### config.mk
export PLATFORM = sky130hd
export DESIGN_NAME = uart_dbg_loader
export DESIGN_NICKNAME = d
export VERILOG_FILES = /design/src/rtl/uart_dbg_pkg.sv /design/src/rtl/uart_dbg_loader.sv
export SDC_FILE = /design/constraint.sdc
export NUM_CORES = 1
export LEC_CHECK = 0
export CORE_UTILIZATION = 57
export CTS_BUF_LIST = sky130_fd_sc_hd__clkbuf_16
export CTS_CLUSTER_DIAMETER = 30
export CTS_CLUSTER_SIZE = 14
export DETAILED_ROUTE_END_ITERATION = 10
export PLACE_DENSITY = 0.87
export SYNTH_ARGS = -nofsm -noshare
export SYNTH_HDL_FRONTEND = slang
export SYNTH_SLANG_ARGS = --single-unit
### constraint.sdc
create_clock -name CLK -period 3.5 [get_ports CLK]
set_input_delay 0.35 -clock CLK [delete_from_list [all_inputs] [get_ports CLK]]
set_output_delay 0.35 -clock CLK [all_outputs]
set_load 0.05 [all_outputs]
### src/rtl/uart_dbg_pkg.sv
// rtl/uart_dbg_pkg.sv - shared types and byte codes for the UART debug loader
package uart_dbg_pkg;

    typedef enum logic [2:0] {
        ST_IDLE  = 3'd0,
        ST_ADDR  = 3'd1,
        ST_DATA  = 3'd2,
        ST_MASK  = 3'd3,
        ST_WRITE = 3'd4,
        ST_RESP  = 3'd5
    } state_t;

    localparam logic [7:0] CMD_W = 8'h57;
    localparam logic [7:0] CMD_H = 8'h48;
    localparam logic [7:0] CMD_G = 8'h47;

    localparam logic [7:0] ACK = 8'h06;
    localparam logic [7:0] NAK = 8'h15;

endpackage

### src/rtl/uart_dbg_loader.sv
// rtl/uart_dbg_loader.sv - UART byte stream to debug-port memory writes, owns CPU reset
module uart_dbg_loader
    import uart_dbg_pkg::*;
#(
    parameter int unsigned WR_HOLD     = 4,
    parameter int unsigned TIMEOUT     = 100000,
    parameter int unsigned BOOT_HALTED = 1
) (
    input  logic        CLK,
    input  logic        RES,
    input  logic [7:0]  rx_data,
    input  logic        rx_valid,
    input  logic        tx_busy,
    output logic [7:0]  tx_data,
    output logic        tx_valid,
    output logic        cpu_n_reset,
    output logic        dbg_mem_op,
    output logic [3:0]  dbg_wren,
    output logic [31:0] dbg_adr,
    output logic [31:0] dbg_do,
    output logic        busy
);

    localparam logic CPU_N_RESET_INIT = (BOOT_HALTED == 0);

    state_t      state_q, state_d;
    logic [1:0]  idx_q, idx_d;
    logic [31:0] idle_cnt_q, idle_cnt_d;
    logic [7:0]  hold_cnt_q, hold_cnt_d;
    logic [3:0]  wren_q, wren_d;
    logic [7:0]  resp_q, resp_d;
    logic [7:0]  tx_data_q, tx_data_d;
    logic        tx_valid_q, tx_valid_d;
    logic        cpu_n_reset_q, cpu_n_reset_d;
    logic        mem_op_q, mem_op_d;
    logic [3:0]  dbg_wren_q, dbg_wren_d;
    logic [31:0] adr_q, adr_d;
    logic [31:0] do_q, do_d;
    logic        idle_expired;

    // Frame timeout fires once the gap since the last byte reaches TIMEOUT cycles.
    assign idle_expired = (idle_cnt_q == 32'(TIMEOUT - 1));

    // State register; reset drops any in-flight frame or write without a response.
    always_ff @(posedge CLK) begin
        if (RES) begin
            state_q       <= ST_IDLE;
            idx_q         <= '0;
            idle_cnt_q    <= '0;
            hold_cnt_q    <= '0;
            wren_q        <= '0;
            resp_q        <= '0;
            tx_data_q     <= '0;
            tx_valid_q    <= 1'b0;
            cpu_n_reset_q <= CPU_N_RESET_INIT;
            mem_op_q      <= 1'b0;
            dbg_wren_q    <= '0;
            adr_q         <= '0;
            do_q          <= '0;
        end else begin
            state_q       <= state_d;
            idx_q         <= idx_d;
            idle_cnt_q    <= idle_cnt_d;
            hold_cnt_q    <= hold_cnt_d;
            wren_q        <= wren_d;
            resp_q        <= resp_d;
            tx_data_q     <= tx_data_d;
            tx_valid_q    <= tx_valid_d;
            cpu_n_reset_q <= cpu_n_reset_d;
            mem_op_q      <= mem_op_d;
            dbg_wren_q    <= dbg_wren_d;
            adr_q         <= adr_d;
            do_q          <= do_d;
        end
    end

    // Frame decode, byte assembly, write window and response handshake.
    always_comb begin
        state_d       = state_q;
        idx_d         = idx_q;
        idle_cnt_d    = idle_cnt_q;
        hold_cnt_d    = hold_cnt_q;
        wren_d        = wren_q;
        resp_d        = resp_q;
        tx_data_d     = tx_data_q;
        tx_valid_d    = 1'b0;
        cpu_n_reset_d = cpu_n_reset_q;
        mem_op_d      = mem_op_q;
        dbg_wren_d    = dbg_wren_q;
        adr_d         = adr_q;
        do_d          = do_q;

        unique case (state_q)
            ST_IDLE: begin
                if (rx_valid) begin
                    if (rx_data == CMD_W) begin
                        state_d    = ST_ADDR;
                        idx_d      = '0;
                        idle_cnt_d = '0;
                    end else if (rx_data == CMD_H) begin
                        cpu_n_reset_d = 1'b0;
                        resp_d        = ACK;
                        state_d       = ST_RESP;
                    end else if (rx_data == CMD_G) begin
                        cpu_n_reset_d = 1'b1;
                        resp_d        = ACK;
                        state_d       = ST_RESP;
                    end else begin
                        resp_d  = NAK;
                        state_d = ST_RESP;
                    end
                end
            end
            ST_ADDR, ST_DATA, ST_MASK: begin
                if (rx_valid) begin
                    idle_cnt_d = '0;
                    if (state_q == ST_MASK) begin
                        wren_d = rx_data[3:0];
                        // A running CPU must never see the debug port take the bus.
                        if (!cpu_n_reset_q) begin
                            mem_op_d   = 1'b1;
                            dbg_wren_d = rx_data[3:0];
                            hold_cnt_d = '0;
                            state_d    = ST_WRITE;
                        end else begin
                            resp_d  = NAK;
                            state_d = ST_RESP;
                        end
                    end else begin
                        if (state_q == ST_ADDR) begin
                            adr_d[{idx_q, 3'b000} +: 8] = rx_data;
                        end else begin
                            do_d[{idx_q, 3'b000} +: 8] = rx_data;
                        end
                        idx_d = idx_q + 2'd1;
                        if (idx_q == 2'd3) begin
                            state_d = (state_q == ST_ADDR) ? ST_DATA : ST_MASK;
                        end
                    end
                end else if (idle_expired) begin
                    resp_d  = NAK;
                    state_d = ST_RESP;
                end else begin
                    idle_cnt_d = idle_cnt_q + 32'd1;
                end
            end
            ST_WRITE: begin
                if (hold_cnt_q == 8'(WR_HOLD - 1)) begin
                    mem_op_d   = 1'b0;
                    dbg_wren_d = '0;
                    resp_d     = ACK;
                    state_d    = ST_RESP;
                end else begin
                    hold_cnt_d = hold_cnt_q + 8'd1;
                end
            end
            ST_RESP: begin
                if (!tx_busy) begin
                    tx_valid_d = 1'b1;
                    tx_data_d  = resp_q;
                    state_d    = ST_IDLE;
                end
            end
            default: begin
                state_d = ST_IDLE;
            end
        endcase
    end

    assign tx_data     = tx_data_q;
    assign tx_valid    = tx_valid_q;
    assign cpu_n_reset = cpu_n_reset_q;
    assign dbg_mem_op  = mem_op_q;
    assign dbg_wren    = dbg_wren_q;
    assign dbg_adr     = adr_q;
    assign dbg_do      = do_q;
    assign busy        = (state_q != ST_IDLE);

endmodule

# Word-level counts from Yosys, hierarchy flattened
# Index checks and enable logic that the tools add are counted.
# W data, S select, Z words.
# classes
addsub	4
n_bitwise	5
shifts	2
eq_ne	26
n_mux	51
n_reduce_logical	18
# op_table
op	n
$mux W32	4
$mux W8	11
$bwmux W32	2
$pmux W32 S2	1
$add A32 B1 Y32 const B	1
$eq A32 B17 Y1 const B	1
$shift A8 B7 Y32 const A	1
$shiftx A8 B7 Y32	1
$eq A8 B7 Y1 const B	3
$mux W3	8
$pmux W8 S3	1
$ne A2 B2 Y1 const B	10
$reduce_and A5 Y1	4
$mux W4	4
$pmux W8 S2	1
$reduce_and A4 Y1	4
$ne A3 B3 Y1 const B	4
$pmux W3 S4	1
$mux W5	2
$mux W1	9
$add A8 B1 Y8 const B	1
$eq A8 B2 Y1 const B	1
$mux W2	4
$pmux W4 S2	1
17 further kinds	26
# totals
elab_cells	118
reg_bits	132
output_inout_bits	80
inputBits	12

# Logic depth before layout (Yosys ltp)
# Gate-level depths: netlist of the first run.
# depth
depth_word	6
depth_mapped	9
depth_no_buf	7

# Worst setup path after synthesis of the first run
# OpenSTA, ideal clock, no wires.
# synth_path
path_kind	reg-to-reg
from	register hold_cnt_q[0]
to	register resp_q[0]
period_less_slack_ns	1.947
path_buffers	0
path_stages_with_launch	7
setup_time_ns	0.121
arrival_time_ns	1.826
required_time_ns	3.379
slack_ns	1.553
cell_sequence	dfxtp_1 -> ha_1 -> nor4b_1 -> a21oi_4 -> nor2_1 -> o21ai_1 -> mux2_2
# synth_between
elab_chain_cells	3
# synth_lines
element	line_no	text
start: declaration	uart_dbg_loader.sv:29	logic [7:0] hold_cnt_q, hold_cnt_d;
start signal: assignment	uart_dbg_loader.sv:64	hold_cnt_q <= hold_cnt_d;
$eq A8 B2 Y1	uart_dbg_loader.sv:148	if (hold_cnt_q == 8'(WR_HOLD - 1)) begin
$ne A2 B2 Y1 (no source line)	--	
$reduce_and A7 Y1 (no source line)	--	
end signal: assignment	uart_dbg_loader.sv:66	resp_q <= resp_d;
end: declaration	uart_dbg_loader.sv:31	logic [7:0] resp_q, resp_d;
# Every way passes these cells.
# A chain may end at the register's enable or synchronous reset.

# Worst setup path in the final report of the first run
# layout_path
from	input rx_data[2]
to	register idle_cnt_q[28]
# layout_between
elab_chain_cells	3
# layout_lines
element	line_no	text
start: declaration	uart_dbg_loader.sv:11	input logic [7:0] rx_data,
$eq A8 B7 Y1	uart_dbg_loader.sv:96	if (rx_data == CMD_W) begin
$ne A2 B2 Y1 (no source line)	--	
$reduce_and A4 Y1 (no source line)	--	
end signal: assignment	uart_dbg_loader.sv:63	idle_cnt_q <= idle_cnt_d;
end: declaration	uart_dbg_loader.sv:28	logic [31:0] idle_cnt_q, idle_cnt_d;
# Every way passes these cells.

==> results of run 1 <==
layout make-up:
cell class                 count  area [sq um]
fill                         621          2270
timing repair buffer         102           978
sequential                   122          2440
clock buffer                  17           425
tap                          129           161
inverter                      13          48.8
multi-input combinational    505          2840
clock inverter                15           168
logic make-up after synthesis:
group / synth area share [%]
buf+inv: 5.35
fa+ha+maj: 1.75
flops: 43.9
xor+xnor: 2.68
other cells: 0.0674
simple gates: 29.4
mux: 1.30
compound gates: 15.6
placed cells by master, fill, tap and decap left out, types with 10 or more instances in the layout:
master,synthesis,layout
nand2_1,96,96
nor2_1,53,53
inv_1,13,14
clkbuf_16,0,17
buf_4,7,15
nand3_1,84,84
clkdlybuf4s50_1,0,86
or3_1,14,14
nor3_1,11,11
a21oi_1,89,89
dfxtp_1,122,122
o21ai_0,10,10
nand4_1,14,14
where the power goes:
| group | internal [mW] | switching [mW] |
|---|---|---|
| Sequential | 1.43 | 0.0613 |
| Combinational | 0.184 | 0.387 |
| Clock | 1.06 | 0.690 |
state kept, by name, indices dropped and copies added (netlist names):
register and flops:
idle_cnt_q 32, hold_cnt_q 8, idx_q 2, tx_valid 1, resp_q 3, state_q 3, dbg_mem_op 1, dbg_adr 32
tx_data 3, dbg_do 32, dbg_wren 4, cpu_n_reset 1
synth_stat cells (all sizes together), types with 9 or more instances:
master / n
a21oi: 90
or4: 9
nand2: 96
o31ai: 9
buf: 18
nor2: 54
o21ai: 13
inv: 13
nand3: 84
or3: 14
nor3: 12
clkbuf: 35
xor2: 9
nand4: 14
dfxtp: 122
through the flow:
step | worst slack (ns) | power [mW]
5_1_grt | 0.645 | 3.93
3_3_place_gp | 0.627 | 2.05
4_1_cts | 0.888 | 3.80
2_1_floorplan | 1.55 | 1.92
3_5_place_dp | 0.499 | 2.07
6_report | 0.811 | 3.82
path summary, 6_finish.rpt:
path                   start        endpoint  slack (ns)  cells past startpoint
hold / removal    dbg_adr[1]      dbg_adr[1]        0.46                      2
hold reg to reg   dbg_adr[1]      dbg_adr[1]        0.46                      2
setup reg to reg  state_q[1]  idle_cnt_q[25]        1.05                      6
setup / recovery  rx_data[2]  idle_cnt_q[28]        0.81                      6
worst max-delay path, cell delays in order:
cell and delay (ns):
clkdlybuf4s50_1 0.82, nand4b_1 0.34, o31ai_1 0.60, nand4_1 0.34, or3_1 0.42, a21oi_1 0.15
layer usage:
metal	vias up	share of wire [%]	track usage, %	wire length, um
met5	-	0	0	0
met4	0	3.0	14.5	466
met3	57	8.7	5.89	1340
met2	341	48	50.9	7340
met1	2590	41	39.9	6240
li1	2585	-	-	-
==> flow_metrics.env, run 1 <==
export IMPL_status="finished, final reports clean"
export IMPL_layout_cells_non_filler=903
export IMPL_fin_hold_ws_ns=0.458
export IMPL_ys_seq_elements=122
export IMPL_syn_inst=690
export IMPL_setup_viol=0
export IMPL_placed_cell_area_sq_um=6470
export IMPL_synth_edff_count=0
export IMPL_critPathMaxFanout=12
export IMPL_routabilityCongestion=0.871
export IMPL_num_vias=5573
export IMPL_fin_crit_sh_pct=76.8
export IMPL_synth_top_cell_by_area="dfxtp_1"
export IMPL_wirelength_um=15400
export IMPL_required_ns=3.84
export IMPL_firstDrtPassIters=5
export IMPL_hold_viol_final=0
export IMPL_critPathArrivalTime_ns=3.03
export IMPL_utilization_pct=75.7
export IMPL_clock_sinks=122
export IMPL_period_minus_slack_ns=2.69
export IMPL_layout_drive_gt1_share_pct=8.14
export IMPL_fp_row_count=35
export IMPL_cts_tree="built"
export IMPL_critPathLaunchType="input port"
export IMPL_numCtsBuffers=17
export IMPL_overflow=0
export IMPL_grt_max_degree=54
export IMPL_die_h_um=101
export IMPL_start_util_pct=59.7
export IMPL_hp_class="reg -> reg"
export IMPL_syn_cell_area_sq_um=5570
export IMPL_fin_area_sq_um=7060
export IMPL_leakage_nw=2.32
export IMPL_setup_tns_ns=0
export IMPL_htree_levels=4
export IMPL_wl_per_cell_um=17.0
export IMPL_critical_path_class="in -> reg"
export IMPL_post_cts_buffers=0
export IMPL_max_clock_freq_ghz=0.372
export IMPL_postCtsHoldBufs=0
export IMPL_grt_pass1_wl_um=24800
export IMPL_ys_seq_area_share_pct=43.9
export IMPL_yosysWarnings=0
export IMPL_clockBufferDepth=2
export IMPL_synthDistinctLibCells=62
export IMPL_area_growth_pct=26.9
export IMPL_root_buffer="clkbuf_16"
export IMPL_core_area_sq_um=9330
export IMPL_dp_hpwl_um=9830
export IMPL_die_width_um=101
export IMPL_dp_cells=871
export IMPL_antenna_cells=0
export IMPL_vdd_drop_max_mv=0.394
export IMPL_synthArstFlopShare_pct=0
export IMPL_worstMarginPinSlew_ns=0.754
export IMPL_grt_pass1_vias=5135
export IMPL_numPortBuffers=87
export IMPL_avgSynthCellArea_sq_um=8.07
export IMPL_skew_ns=0.00669
export IMPL_antenna_found_initial=0
export IMPL_nets=780
export IMPL_post_cts_resized=0
export IMPL_synthFlopType="dfxtp_1"
export IMPL_yosys_top_cells_area="dfxtp_1, a21oi_1, nand3_1"
export IMPL_clkLatencyLatePin_ns=0.42
export IMPL_routed_via_density=6.17
export IMPL_cap_violations=0
export IMPL_drt_iter0_drc=443
export IMPL_power_density_nw_per_um2=541
export IMPL_finalMaxSlewViolations=0
export IMPL_final_antenna_net_count=0
export IMPL_synth_top_area_share_pct=43.9
export IMPL_pin_count=92
export IMPL_worstSetupEndpointType="flop"
export IMPL_gr_usage_all_layers_pct=31.1
export IMPL_max_slew_margin_rel_pct=49.7
export IMPL_die_area_sq_um=10200
export IMPL_rsz0062_at_grt="false"
export IMPL_drc=0
export IMPL_clk_pin_slew_worst_paths_ns=0.06
Note: power is estimated with default switching activity, not from simulation.
==> inputs of run 2 (changes only) <==
--- a/config.mk
+++ b/config.mk
@@ -5,12 +5,12 @@
 export SDC_FILE = /design/constraint.sdc
 export NUM_CORES = 1
 export LEC_CHECK = 0
-export CORE_UTILIZATION = 57
+export CORE_UTILIZATION = 48
 export CTS_BUF_LIST = sky130_fd_sc_hd__clkbuf_16
 export CTS_CLUSTER_DIAMETER = 30
 export CTS_CLUSTER_SIZE = 14
 export DETAILED_ROUTE_END_ITERATION = 10
-export PLACE_DENSITY = 0.87
+export PLACE_DENSITY = 0.78
 export SYNTH_ARGS = -nofsm -noshare
 export SYNTH_HDL_FRONTEND = slang
 export SYNTH_SLANG_ARGS = --single-unit
==> constraint.sdc (replaced) <==
create_clock -name CLK -period 2.3 [get_ports CLK]
set_input_delay 0.23 -clock CLK [delete_from_list [all_inputs] [get_ports CLK]]
set_output_delay 0.23 -clock CLK [all_outputs]
set_load 0.05 [all_outputs]
==> run 2 against run 1 <==
Net effect:
- sequential power up 51%
- worst hold slack worse by 0.22 ns
- final cell count up 4.7%
- register-to-register slack worse by 0.87 ns
- die area up 18%
- first-iteration DRC count down 4.1%
- sequential share of layout area down 1.2 points
- clock skew up 0.0019 ns
- final area up 3.5%
- largest power group unchanged
- highest routed layer unchanged
==> flow_metrics.env, run 2 (synthesized netlist as in run 1, its figures left out) <==
export IMPL_hp_class="in -> reg"
export IMPL_post_cts_buffers=0
export IMPL_critical_path_class="reg -> reg"
export IMPL_antenna_found_initial=0
export IMPL_power_density_nw_per_um2=784
export IMPL_clockBufferDepth=2
export IMPL_clk_pin_slew_worst_paths_ns=0.06
export IMPL_nets=812
export IMPL_die_h_um=110
export IMPL_clock_sinks=122
export IMPL_final_antenna_net_count=0
export IMPL_routed_via_density=5.89
export IMPL_core_area_sq_um=11100
export IMPL_critPathMaxFanout=12
export IMPL_place_ws_ns=-0.105
export IMPL_routabilityCongestion=0.885
export IMPL_cap_violations=0
export IMPL_gr_usage_all_layers_pct=27.3
export IMPL_cts_tree="built"
export IMPL_timing_rr_start="state_q[0]"
export IMPL_overflow=0
export IMPL_wirelength_um=15500
export IMPL_max_slew_margin_rel_pct=52.2
export IMPL_crit_chain="nor2_2 -> or3_1 -> nor4_4 -> buf_4 -> nor2_1 -> a311oi_1"
export IMPL_skew_ns=0.00854
export IMPL_mostFrequentLayoutCells="dfxtp_1, nand2_1, a21oi_1"
export IMPL_slowest_delay_ns=0.57
export IMPL_die_area_sq_um=12000
export IMPL_r2r_cells=6
export IMPL_use_met2_pct=44.1
export IMPL_area_growth_pct=31.3
export IMPL_die_width_um=110
export IMPL_drc=0
export IMPL_rsz0062_at_grt="false"
export IMPL_status="finished, final reports clean"
export IMPL_fp_row_count=38
export IMPL_grt_pass1_wl_um=25600
export IMPL_final_setup_worst_slack_ns=0.175
export IMPL_finalMaxSlewViolations=0
export IMPL_max_clock_freq_ghz=0.471
export IMPL_wl_per_cell_um=16.4
export IMPL_slowest_stage="dfxtp_1"
export IMPL_grt_use_met3_pct=6.64
export IMPL_layout_drive_gt1_share_pct=11.7
export IMPL_clkLatencyLatePin_ns=0.42
export IMPL_start_util_pct=50.2
export IMPL_grt_max_degree=73
export IMPL_reg2reg_slack_ns=0.18
export IMPL_leakage_nw=2.46
export IMPL_required_ns=2.62
export IMPL_utilization_pct=66.0
export IMPL_vdd_drop_max_mv=0.459
export IMPL_numPortBuffers=87
export IMPL_hold_viol_final=0
export IMPL_layout_commonest_cell="dfxtp_1"
export IMPL_antenna_cells=0
export IMPL_critPathLaunchType="flop"
export IMPL_worstMarginPinSlew_ns=0.718
export IMPL_grt_met1_usage_pct=34.5
export IMPL_drt_iter0_drc=425
export IMPL_dp_hpwl_um=10900
export IMPL_grt_pass1_vias=5275
export IMPL_critPathArrivalTime_ns=2.44
export IMPL_holdPathStages=2
export IMPL_busiest_layer="met2"
export IMPL_pin_count=92
export IMPL_firstDrtPassIters=5
export IMPL_setup_viol=0
export IMPL_worstSetupEndpointType="flop"
export IMPL_htree_levels=4
export IMPL_min_to="tx_data[1]"
export IMPL_period_minus_slack_ns=2.12
export IMPL_reg2reg_to="idle_cnt_q[4]"
export IMPL_numCtsBuffers=17
export IMPL_fin_crit_sh_pct=92.4
export IMPL_hold_start="RES"
export IMPL_num_vias=5564
export IMPL_root_buffer="clkbuf_16"
==> run 2: cell count changes in the layout (fill, tap and decap cells not counted) <==
cell             delta
dlygate4sd2_1       +1
clkinvlp_4          +4
inv_6               -2
bufinv_16           -1
clkinv_4            -4
buf_4              +29
buf_12              +3
clkdlybuf4s50_1     -1
clkinv_2            +2
==> run 2: layout make-up <==
| type | instances | area [sq um] |
|---|---|---|
| sequential | 122 | 2440 |
| inverter | 13 | 48.8 |
| timing repair buffer | 134 | 1250 |
| clock inverter | 14 | 125 |
| clock buffer | 17 | 425 |
| fill | 933 | 3770 |
| tap | 140 | 175 |
| multi-input combinational | 505 | 2840 |
==> run 2: layer usage <==
metal / vias to the layer above / part of all wire, %
met4: 0 / 2.6
met1: 2639 / 41
met5: - / 0
met2: 248 / 49
met3: 35 / 7.7
li1: 2642 / -
==> run 2: stage by stage <==
stage | hold slack (ns) | instances | power (mW) | TNS (ns) | cell area [sq um]
floorplan | 0.309 | 693 | 2.92 | 0 | 5580
global placement | 0.446 | 914 | 3.26 | -0.176 | 6760
detailed placement | 0.447 | 914 | 3.28 | -0.993 | 6760
CTS | 0.225 | 945 | 5.73 | 0 | 7310
global route | 0.246 | 945 | 5.94 | 0 | 7310
finish | 0.237 | 945 | 5.73 | 0 | 7310
==> run 2: worst max-delay path, delay by kind of cell (launching register included) <==
| kind | cells | cell delay [ns] |
|---|---|---|
| compound gates | 1 | 0.28 |
| simple gates | 4 | 0.94 |
| flops | 1 | 0.57 |
| buf+inv | 1 | 0.24 |
==> run 2: timing repair <==
item                                    in CTS  in global routing
endpoints found under the setup margin       1                  0
resized for setup                            1                  0
hold buffers                                 0                  0
==> run 2: worst max path at each step <==
stage / cells past startpoint / start / slack (ns) / to
after detailed placement: 8 / rx_data[0] / -0.11 / idle_cnt_q[28]
after global placement: 8 / rx_data[7] / -0.11 / resp_q[0]
final: 6 / state_q[0] / 0.18 / idle_cnt_q[4]
after floorplan: 6 / hold_cnt_q[0] / 0.35 / resp_q[0]
after CTS: 6 / state_q[0] / 0.21 / idle_cnt_q[4]
after global routing: 6 / state_q[0] / 0.01 / idle_cnt_q[4]
==> run 2: power by group <==
group	switching, mW	leakage [nW]	internal [mW]
registers	0.0707	0.984	2.18
clock network	0.996	0.259	1.48
logic	0.628	1.21	0.377
total	1.69	2.46	4.04
